--- src/rtl/lcd1602_responder.sv ---
// lcd1602_responder
//   HD44780-compatible 16x2 character-LCD responder. Watches the RS/RW/E/D
//   bus driven by an LCD controller, decodes instructions, keeps a 32-entry
//   DDRAM, the address counter, the display-control flags and the busy flag,
//   and drives read data back onto the bus. A second, combinational read
//   port (rd_addr/rd_char) lets a display mirror scan the character buffer.
//
//   The bus pins are oversampled: everything runs on clk and the bus is
//   brought in through two-flop synchronizers.
//
// Ports
//   clk, rst            clock, asynchronous active-high reset
//   lcd_e/rs/rw         enable strobe, register select (1=data), read/write (1=read)
//   lcd_d_in            bus data from the driver
//   lcd_d_out, lcd_d_oe read data and its drive enable
//   busy                busy flag (high whenever the engine is not idle)
//   ac                  address counter
//   disp_on/cursor_on/blink_on, two_line, bus_8bit   stored control flags
//   rd_addr, rd_char    display scan port: 0-15 line 1, 16-31 line 2
//   drop_strobe         one-cycle pulse when a write is discarded
module lcd1602_responder #(
    parameter int BUSY_CYCLES  = 50,
    parameter int CLEAR_CYCLES = 100
) (
    input  logic       clk,
    input  logic       rst,
    input  logic       lcd_e,
    input  logic       lcd_rs,
    input  logic       lcd_rw,
    input  logic [7:0] lcd_d_in,
    output logic [7:0] lcd_d_out,
    output logic       lcd_d_oe,
    output logic       busy,
    output logic [6:0] ac,
    output logic       disp_on,
    output logic       cursor_on,
    output logic       blink_on,
    output logic       two_line,
    output logic       bus_8bit,
    input  logic [4:0] rd_addr,
    output logic [7:0] rd_char,
    output logic       drop_strobe
);

    localparam int CNT_MAX = (BUSY_CYCLES > CLEAR_CYCLES) ? BUSY_CYCLES : CLEAR_CYCLES;
    localparam int CW      = $clog2(CNT_MAX + 1);

    typedef enum logic [1:0] {
        S_FILL = 2'd0,
        S_WAIT = 2'd1,
        S_IDLE = 2'd2
    } state_t;

    // ------------------------------------------------------------------
    // Address-counter helpers (two-line DDRAM map)
    // ------------------------------------------------------------------
    function automatic logic [6:0] ac_step(input logic [6:0] a, input logic inc);
        logic [6:0] r;
        if (inc) begin
            case (a)
                7'h27:   r = 7'h40;
                7'h67:   r = 7'h00;
                default: r = a + 7'd1;
            endcase
        end else begin
            case (a)
                7'h00:   r = 7'h67;
                7'h40:   r = 7'h27;
                default: r = a - 7'd1;
            endcase
        end
        return r;
    endfunction

    // Only the first 16 cells of each line exist in this buffer.
    function automatic logic ac_mapped(input logic [6:0] a);
        return (a[6:4] == 3'b000) || (a[6:4] == 3'b100);
    endfunction

    function automatic logic [4:0] ac_idx(input logic [6:0] a);
        return {a[6], a[3:0]};
    endfunction

    // ------------------------------------------------------------------
    // Bus synchronizers and E edge detect
    // ------------------------------------------------------------------
    logic [1:0] e_sy, rs_sy, rw_sy;
    logic [7:0] d_sy0, d_sy1;
    logic       e_dly;
    logic       e_rise, e_fall, rs_s, rw_s;

    always_ff @(posedge clk or posedge rst) begin
        if (rst) begin
            e_sy  <= 2'b00;
            rs_sy <= 2'b00;
            rw_sy <= 2'b00;
            d_sy0 <= 8'h00;
            d_sy1 <= 8'h00;
            e_dly <= 1'b0;
        end else begin
            e_sy  <= {e_sy[0], lcd_e};
            rs_sy <= {rs_sy[0], lcd_rs};
            rw_sy <= {rw_sy[0], lcd_rw};
            d_sy0 <= lcd_d_in;
            d_sy1 <= d_sy0;
            e_dly <= e_sy[1];
        end
    end

    assign e_rise = e_sy[1] & ~e_dly;
    assign e_fall = ~e_sy[1] & e_dly;
    assign rs_s   = rs_sy[1];
    assign rw_s   = rw_sy[1];

    // ------------------------------------------------------------------
    // Character RAM: one write port, two combinational read ports
    // ------------------------------------------------------------------
    logic [7:0] ddram [32];
    logic       we;
    logic [4:0] waddr;
    logic [7:0] wdata;
    logic [7:0] bus_rd_data;

    always_ff @(posedge clk) begin
        if (we) ddram[waddr] <= wdata;
    end

    assign rd_char     = ddram[rd_addr];
    assign bus_rd_data = ac_mapped(ac) ? ddram[ac_idx(ac)] : 8'h20;

    // ------------------------------------------------------------------
    // Control state
    // ------------------------------------------------------------------
    state_t        state, state_n;
    logic [4:0]    fill_idx, fill_idx_n;
    logic [CW-1:0] cnt, cnt_n;
    logic          clr_pend, clr_pend_n;   // fill was started by clear: wait afterwards
    logic [6:0]    ac_n;
    logic          inc_dec, inc_dec_n;
    logic          cgram_mode, cgram_n;    // AC points into CGRAM: data writes discarded
    logic          disp_n, cur_n, blink_n, two_n, dl_n;
    logic          oe_n, drop_n;
    logic [7:0]    dout_n;

    assign busy = (state != S_IDLE);

    always_ff @(posedge clk or posedge rst) begin
        if (rst) begin
            state       <= S_FILL;
            fill_idx    <= 5'd0;
            cnt         <= '0;
            clr_pend    <= 1'b0;
            ac          <= 7'h00;
            inc_dec     <= 1'b1;
            cgram_mode  <= 1'b0;
            disp_on     <= 1'b0;
            cursor_on   <= 1'b0;
            blink_on    <= 1'b0;
            two_line    <= 1'b0;
            bus_8bit    <= 1'b1;
            lcd_d_oe    <= 1'b0;
            lcd_d_out   <= 8'h00;
            drop_strobe <= 1'b0;
        end else begin
            state       <= state_n;
            fill_idx    <= fill_idx_n;
            cnt         <= cnt_n;
            clr_pend    <= clr_pend_n;
            ac          <= ac_n;
            inc_dec     <= inc_dec_n;
            cgram_mode  <= cgram_n;
            disp_on     <= disp_n;
            cursor_on   <= cur_n;
            blink_on    <= blink_n;
            two_line    <= two_n;
            bus_8bit    <= dl_n;
            lcd_d_oe    <= oe_n;
            lcd_d_out   <= dout_n;
            drop_strobe <= drop_n;
        end
    end

    always_comb begin
        state_n    = state;
        fill_idx_n = fill_idx;
        cnt_n      = cnt;
        clr_pend_n = clr_pend;
        ac_n       = ac;
        inc_dec_n  = inc_dec;
        cgram_n    = cgram_mode;
        disp_n     = disp_on;
        cur_n      = cursor_on;
        blink_n    = blink_on;
        two_n      = two_line;
        dl_n       = bus_8bit;
        oe_n       = lcd_d_oe;
        dout_n     = lcd_d_out;
        drop_n     = 1'b0;
        we         = 1'b0;
        waddr      = fill_idx;
        wdata      = 8'h20;

        // Background engine: RAM fill and busy countdown
        case (state)
            S_FILL: begin
                we         = 1'b1;
                fill_idx_n = fill_idx + 5'd1;
                if (fill_idx == 5'd31) begin
                    if (clr_pend) begin
                        state_n    = S_WAIT;
                        cnt_n      = CW'(CLEAR_CYCLES - 1);
                        clr_pend_n = 1'b0;
                    end else begin
                        state_n = S_IDLE;
                    end
                end
            end
            S_WAIT: begin
                if (cnt == '0) state_n = S_IDLE;
                else           cnt_n   = cnt - 1'b1;
            end
            default: ;
        endcase

        // Read cycle: drive data from the rising edge of E
        if (e_rise && rw_s) begin
            oe_n   = 1'b1;
            dout_n = rs_s ? bus_rd_data : {busy, ac};
        end

        // Falling edge of E commits the cycle
        if (e_fall) begin
            oe_n = 1'b0;
            if (rw_s) begin
                if (rs_s) ac_n = ac_step(ac, inc_dec);
            end else if (state != S_IDLE) begin
                drop_n = 1'b1;
            end else if (rs_s) begin
                if (ac_mapped(ac) && !cgram_mode) begin
                    we    = 1'b1;
                    waddr = ac_idx(ac);
                    wdata = d_sy1;
                end else begin
                    drop_n = 1'b1;
                end
                ac_n    = ac_step(ac, inc_dec);
                state_n = S_WAIT;
                cnt_n   = CW'(BUSY_CYCLES - 1);
            end else begin
                // Instruction: the highest set bit selects the command
                state_n = S_WAIT;
                cnt_n   = CW'(BUSY_CYCLES - 1);
                priority casez (d_sy1)
                    8'b1???????: begin
                        ac_n    = d_sy1[6:0];
                        cgram_n = 1'b0;
                    end
                    8'b01??????: cgram_n = 1'b1;
                    8'b001?????: begin
                        dl_n  = d_sy1[4];
                        two_n = d_sy1[3];
                    end
                    8'b0001????: begin
                        // Display shift has no visible effect on a shadow buffer
                        if (!d_sy1[3]) ac_n = ac_step(ac, d_sy1[2]);
                    end
                    8'b00001???: begin
                        disp_n  = d_sy1[2];
                        cur_n   = d_sy1[1];
                        blink_n = d_sy1[0];
                    end
                    8'b000001??: inc_dec_n = d_sy1[1];
                    8'b0000001?: ac_n = 7'h00;
                    8'b00000001: begin
                        ac_n       = 7'h00;
                        inc_dec_n  = 1'b1;
                        cgram_n    = 1'b0;
                        state_n    = S_FILL;
                        fill_idx_n = 5'd0;
                        clr_pend_n = 1'b1;
                    end
                    default: begin
                        state_n = state;
                        cnt_n   = cnt;
                    end
                endcase
            end
        end
    end

endmodule
--- config.mk ---
export PLATFORM = sky130hd
export DESIGN_NAME = lcd1602_responder
export DESIGN_NICKNAME = d
export VERILOG_FILES = /design/src/rtl/lcd1602_responder.sv
export SDC_FILE = /design/constraint.sdc
export NUM_CORES = 1
export LEC_CHECK = 0
export CELL_PAD_IN_SITES_DETAIL_PLACEMENT = 0
export CELL_PAD_IN_SITES_GLOBAL_PLACEMENT = 1
export CORE_UTILIZATION = 45
export CTS_BUF_LIST = sky130_fd_sc_hd__clkbuf_2 sky130_fd_sc_hd__clkbuf_4 sky130_fd_sc_hd__clkbuf_8
export CTS_CLUSTER_SIZE = 40
export DETAILED_ROUTE_END_ITERATION = 10
export PLACE_DENSITY = 0.73
export SYNTH_ARGS = -nofsm -noshare
export SYNTH_HDL_FRONTEND = slang
export SYNTH_SLANG_ARGS = --single-unit
--- constraint.sdc ---
create_clock -name clk -period 4.41 [get_ports clk]
set_input_delay 1.1025 -clock clk [delete_from_list [all_inputs] [get_ports clk]]
set_output_delay 1.1025 -clock clk [all_outputs]
set_load 0.1 [all_outputs]
==> impl_metrics.yaml, run 1 <==
drt:
  viasPerCell: 6.152
  drt_iter0_drc: 904
  wl_per_cell_um: 27.45
  routed_wl_um: 41830
  first_pass_iters: 5
  drc: 0
  vias: 9376
  drtAntennaViolNets: 0
timing:
  setup_tns_ns: 0
  max_freq_mhz: 233.7
  setup_ws_ns: 0.1318
  hold_ws_ns: 0.3086
  rsz0062_at_grt: "false"
  drv_slew: 0
  setup_violations: 0
  relSlewSlack_pct: 10.55
  period_share_pct: 97.01
  finalClockSkew_ns: 0.05238
  finalHoldViolations: 0
  min_period_ns: 4.278
  worst_slew_pin_slew_ns: 1.337
flow_run:
  max-cap-violations: 0
critical_path:
  critical_path_class: "input pin to output port"
  crit_slowest_cell: "mux4_2"
  cp_max_fo: 20
  reg2reg_depth: 7
  r2r_slack_ns: 0.53
  cpLargestDelayFamily: "multiplexers"
  crit_path_cell_trace: "buf_4 > buf_12 > mux4_2 > mux4_2 > mux2_2 > buf_12"
  critical-path-max-stage-delay_ns: 0.55
  crit_path_end_kind: "output port"
  reg2reg_to: "ddram[14][1]$_DFFE_PP_"
  crit_arrival_ns: 3.18
  required_ns: 3.31
  path_buf_inv: 3
  startpoint_type: "input pin"
  r2r_start: "state[1]$_DFFE_PP0P_"
min_path:
  hold_depth: 0
  hold_path_class: "register to register"
  min_from: "rs_sy[0]$_DFF_PP0_"
  hold_end: "rs_sy[1]$_DFF_PP0_"
global_route:
  antenna_found_initial: 0
  grt_pass1_vias: 9539
  track_usage_pct: 24.72
  gr-total-overflow: 0
  grt_pass1_wl_um: 62750
  grt_max_degree: 49
clock_tree:
  post-cts-setup-buffers: 0
  hold_buffers: 0
  cts_tree: "done"
  clockBufferDepth: 3
  cts.sinks: 318
  cts_resized: 0
  htreeDepth: 2
  clk_latency_ns: 0.61
  clk_pin_slew_worst_paths_ns: 0.05
  root_buffer: "clkbuf_8"
  cts_buffers: 56
logic_synthesis:
  syn_inst: 931
  syn_area_mm2: 0.01528
  synth_edf_count: 256
  synth.distinct_cells: 69
  synthFlopType: "edfxtp_1"
  synth_most_common_cell: "edfxtp_1"
  avgSynthCellArea_um2: 16.42
  synth_top_area_share_pct: 50.29
  syn_nets: 955
  yosys_warnings: 0
  seq_area_frac_synth_pct: 60.46
  synthTopCellsByCount: "edfxtp_1, mux4_2, nor2_1"
  async_flop_share_pct: 19.50
  synthTopCellsByArea: "edfxtp_1, mux4_2, dfrtp_1"
  synth_seq_cells: 318
  yosysTopAreaCell: "edfxtp_1"
cells_and_area:
  area_growth_pct: 16.03
  drive_gt1_share_pct: 32.06
  fin_cells: 1524
  nets: 1053
  antenna_cells: 0
  design_area_mm2: 0.01773
floorplan:
  start_util_pct: 45.70
  ios: 49
  dieArea_mm2: 0.03471
  fp.dieW_um: 186.3
  coreArea_mm2: 0.03345
  die_y_um: 186.3
  core.rowCount: 67
place:
  dp_slack_ns: 0.1105
  gp_congestion: 0.8755
  placedInstanceArea_mm2: 0.01656
  hpwl_um: 27870
  dp.cells: 1419
  port_buffers: 48
pwr:
  vdd.ir_drop.worst_mv: 0.3366
  intPower_uw: 6051
  comb_power_share_pct: 31.9
  p_leak_uw: 0.006340
  p_sw_uw: 3524
  swShare_pct: 36.81
  power.density_mw_per_mm2: 539.9
  clockPowerShare_pct: 29.4
  pwr-share-seq_pct: 38.6
outcome:
  outcome: "finished clean"
[worst reg2reg max path, stage by stage, from the launching register on]
cell,delay [ns]
dfrtp_1,0.54
nor2b_1,0.35
inv_1,0.19
nor3_4,0.44
buf_4,0.25
mux2i_1,0.23
nand2_1,0.33
nor2_1,1.12
[worst max path at each step]
stage          startpoint    endpoint  slack, ns  cells after the start
3_3_place_gp   rd_addr[0]  rd_char[6]       0.14                      6
5_1_grt        rd_addr[0]  rd_char[4]       0.08                      6
2_1_floorplan  rd_addr[1]  rd_char[3]       0.29                      5
6_report       rd_addr[0]  rd_char[6]       0.13                      6
4_1_cts        rd_addr[0]  rd_char[5]       0.11                      6
3_5_place_dp   rd_addr[0]  rd_char[6]       0.11                      6
[metrics by stage]
| step | util [%] | total power [uW] |
|---|---|---|
| 2_1_floorplan | - | 5902 |
| 3_3_place_gp | 49.52 | 6803 |
| 3_5_place_dp | 49.52 | 6819 |
| 4_1_cts | 53.02 | 9636 |
| 5_1_grt | 53.02 | 9960 |
| 6_report | 53.02 | 9575 |
[flip-flops by register name, indices dropped and copies added (netlist names), 5 cells and up]
name and cells:
ac 7, cnt 7, d_sy0 8, d_sy1 8, ddram 256, fill_idx 5
lcd_d_out 8
[layer usage]
layer	vias to the layer above	global-route usage (%)	share of wire, %
met3	71	6.658	10
met2	489	38.16	47
li1	3991	-	-
met4	0	8.932	3.1
met5	-	0	0
met1	4825	33.86	39
[power groups by stage]
stage | Clock (uW) | Combinational (uW) | Sequential (uW)
2_1_floorplan | 0 | 1830 | 4070
3_3_place_gp | 0 | 3040 | 3760
3_5_place_dp | 0 | 3060 | 3760
4_1_cts | 2870 | 3060 | 3700
5_1_grt | 3000 | 3230 | 3740
6_report | 2820 | 3060 | 3700
[cell usage in the layout, fill, tap and decap left out, drive strengths merged, types with 14 or more instances in the layout]
master and n:
clkinv 31, a21oi 30, nor3 25, mux2i 17, edfxtp 256, clkbuf 68, nand3 28, o21ai 28
mux4 147, nor2 70, clkdlybuf4s50 33, nand2 63, mux2 14, dfrtp 60, buf 70
[cell type report]
cell class / instances / area (um2)
Timing Repair Buffer: 103 / 1016
Clock inverter: 37 / 266.5
Fill cell: 2680 / 15710
Inverter: 11 / 41.29
Clock buffer: 68 / 904.6
Multi-Input combinational cell: 539 / 5699
Tap cell: 448 / 560.5
Sequential cell: 318 / 9246
[cell families after synthesis]
| group | share of synthesized area [%] |
|---|---|
| AOI/OAI and AO/OA | 4.593 |
| and+or+nand+nor | 7.818 |
| adders and majority gates | 0.4911 |
| muxes | 23.80 |
| buffers and inverters | 2.317 |
| xor gates and xnor gates | 0.5157 |
| DFF | 60.46 |
No activity file was read; power rests on OpenSTA's default activity.
==> inputs of run 2 (changes only) <==
--- a/config.mk
+++ b/config.mk
@@ -5,6 +5,7 @@
 export SDC_FILE = /design/constraint.sdc
 export NUM_CORES = 1
 export LEC_CHECK = 0
+export CAP_MARGIN = 20
 export CELL_PAD_IN_SITES_DETAIL_PLACEMENT = 0
 export CELL_PAD_IN_SITES_GLOBAL_PLACEMENT = 1
 export CORE_UTILIZATION = 45
@@ -12,6 +13,7 @@
 export CTS_CLUSTER_SIZE = 40
 export DETAILED_ROUTE_END_ITERATION = 10
 export PLACE_DENSITY = 0.73
+export SLEW_MARGIN = 20
 export SYNTH_ARGS = -nofsm -noshare
 export SYNTH_HDL_FRONTEND = slang
 export SYNTH_SLANG_ARGS = --single-unit
==> run 2 against run 1 <==
Global-route usage did not move. Largest cell class unchanged. Critical endpoint unchanged. Sequential power hardly changed. Combinational power is essentially flat. First-iteration DRC count is 8.3% lower. Die area did not move. Largest power group unchanged.
==> impl_metrics.yaml, run 2 (same netlist as run 1, synthesis figures left out) <==
cells_and_area:
  layout_common_cells: "edfxtp_1, mux4_2, nor2_1"
  multiInputGateArea_mm2: 0.005717
  nets: 1053
  design_area_mm2: 0.01775
  max_flop_register: "ddram"
  final_common_cell: "edfxtp_1"
  drive_gt1_share_pct: 32.53
  antenna_cells: 0
  area_growth_pct: 16.14
  largest_reg_flops: 256
  fill_cells: 2672
  seqCellArea_mm2: 0.009246
min_path:
  hold_path_class: "register to register"
clock_tree:
  post-cts-setup-buffers: 0
  cts_resized: 0
  clk_pin_slew_worst_paths_ns: 0.05
  root_buffer: "clkbuf_8"
  cts.sinks: 318
  hold_buffers: 0
  clk_latency_ns: 0.61
  htreeDepth: 2
  cts_tree: "done"
  cts_buffers: 56
  clockBufferDepth: 3
place:
  placedInstanceArea_mm2: 0.01656
  port_buffers: 48
  dp_slack_ns: 0.1105
  gp_congestion: 0.8755
  hpwl_um: 27870
critical_path:
  critical_path_class: "input pin to output port"
  crit_arrival_ns: 3.17
  path_buf_inv: 3
  crit_path_cell_trace: "buf_4 > buf_12 > mux4_2 > mux4_2 > mux2_2 > buf_12"
  cp_max_fo: 20
  critical-path-max-stage-delay_ns: 0.55
  crit_path_end_kind: "output port"
  crit_slowest_cell: "mux4_2"
  startpoint_type: "input pin"
  cpLargestDelayFamily: "multiplexers"
  required_ns: 3.31
timing:
  worst_slew_pin_slew_ns: 1.127
  setup_ws_ns: 0.1365
  finalHoldViolations: 0
  period_share_pct: 96.90
  relSlewSlack_pct: 24.59
  setup_tns_ns: 0
  setup_violations: 0
  max_freq_mhz: 234.0
  min_period_ns: 4.273
  finalClockSkew_ns: 0.05437
  rsz0062_at_grt: "false"
  drv_slew: 0
drt:
  drc: 0
  drtAntennaViolNets: 0
  viasPerCell: 6.181
  first_pass_iters: 7
  vias: 9420
  routed_wl_um: 41770
  wl_per_cell_um: 27.41
  drt_iter0_drc: 829
floorplan:
  coreArea_mm2: 0.03345
  core.rowCount: 67
  ios: 49
  fp.dieW_um: 186.3
  start_util_pct: 45.70
  die_y_um: 186.3
  dieArea_mm2: 0.03471
global_route:
  track_usage_pct: 24.72
  gr-total-overflow: 0
  antenna_found_initial: 0
  grt_max_degree: 49
  grt_pass1_vias: 9539
  grt_pass1_wl_um: 62750
pwr:
  vdd.ir_drop.worst_mv: 0.3384
  power.density_mw_per_mm2: 539.9
  p_leak_uw: 0.006347
outcome:
  outcome: "finished clean"
flow_run:
  max-cap-violations: 0
## run 2: routing by layer
metal / vias up / wire length, um / GRT usage, %
li1: 3995 / - / -
met1: 4834 / 16420 / 33.86
met2: 521 / 19880 / 38.16
met3: 70 / 4209 / 6.658
met4: 0 / 1265 / 8.932
met5: - / 0 / 0
## run 2: worst paths after layout
path | startpoint | endpoint | slack [ns] | cells after the start
worst min-delay path | rs_sy[0]$_DFF_PP0_ | rs_sy[1]$_DFF_PP0_ | 0.31 | 0
worst max-delay path | rd_addr[0] | rd_char[6] | 0.14 | 6
worst min register to register | rs_sy[0]$_DFF_PP0_ | rs_sy[1]$_DFF_PP0_ | 0.31 | 0
max in group asynchronous | rst | state[1]$_DFFE_PP0P_ | 2.88 | 3
worst max register to register | state[1]$_DFFE_PP0P_ | ddram[4][0]$_DFFE_PP_ | 0.64 | 8
min in group asynchronous | rst | e_sy[0]$_DFF_PP0_ | 0.83 | 2
## run 2: final cells by class
type / instances / share of cell area [%]
inverters: 11 / 0.2326
multi-input cells: 539 / 32.20
clock inverters: 37 / 1.501
repair buffers: 103 / 5.723
clock buffers: 68 / 5.096
well taps: 448 / 3.158
flip-flops and latches: 318 / 52.09
## run 2: stage by stage
stage / power (uW) / std cells / hold WS (ns) / util (%)
4_1_cts: 9636 / 1524 / 0.3197 / 53.02
5_1_grt: 9965 / 1524 / 0.3246 / 53.07
3_5_place_dp: 6819 / 1419 / 0.3347 / 49.52
6_report: 9585 / 1524 / 0.3095 / 53.07
3_3_place_gp: 6803 / 1419 / 0.3324 / 49.52
2_1_floorplan: 5902 / 931 / 0.3312 / -
## run 2: power by group
part           internal [uW]  total [uW]  switching (uW)
sequential              3430        3700             270
combinational           1080        3060            1990
clock                   1550        2820            1280
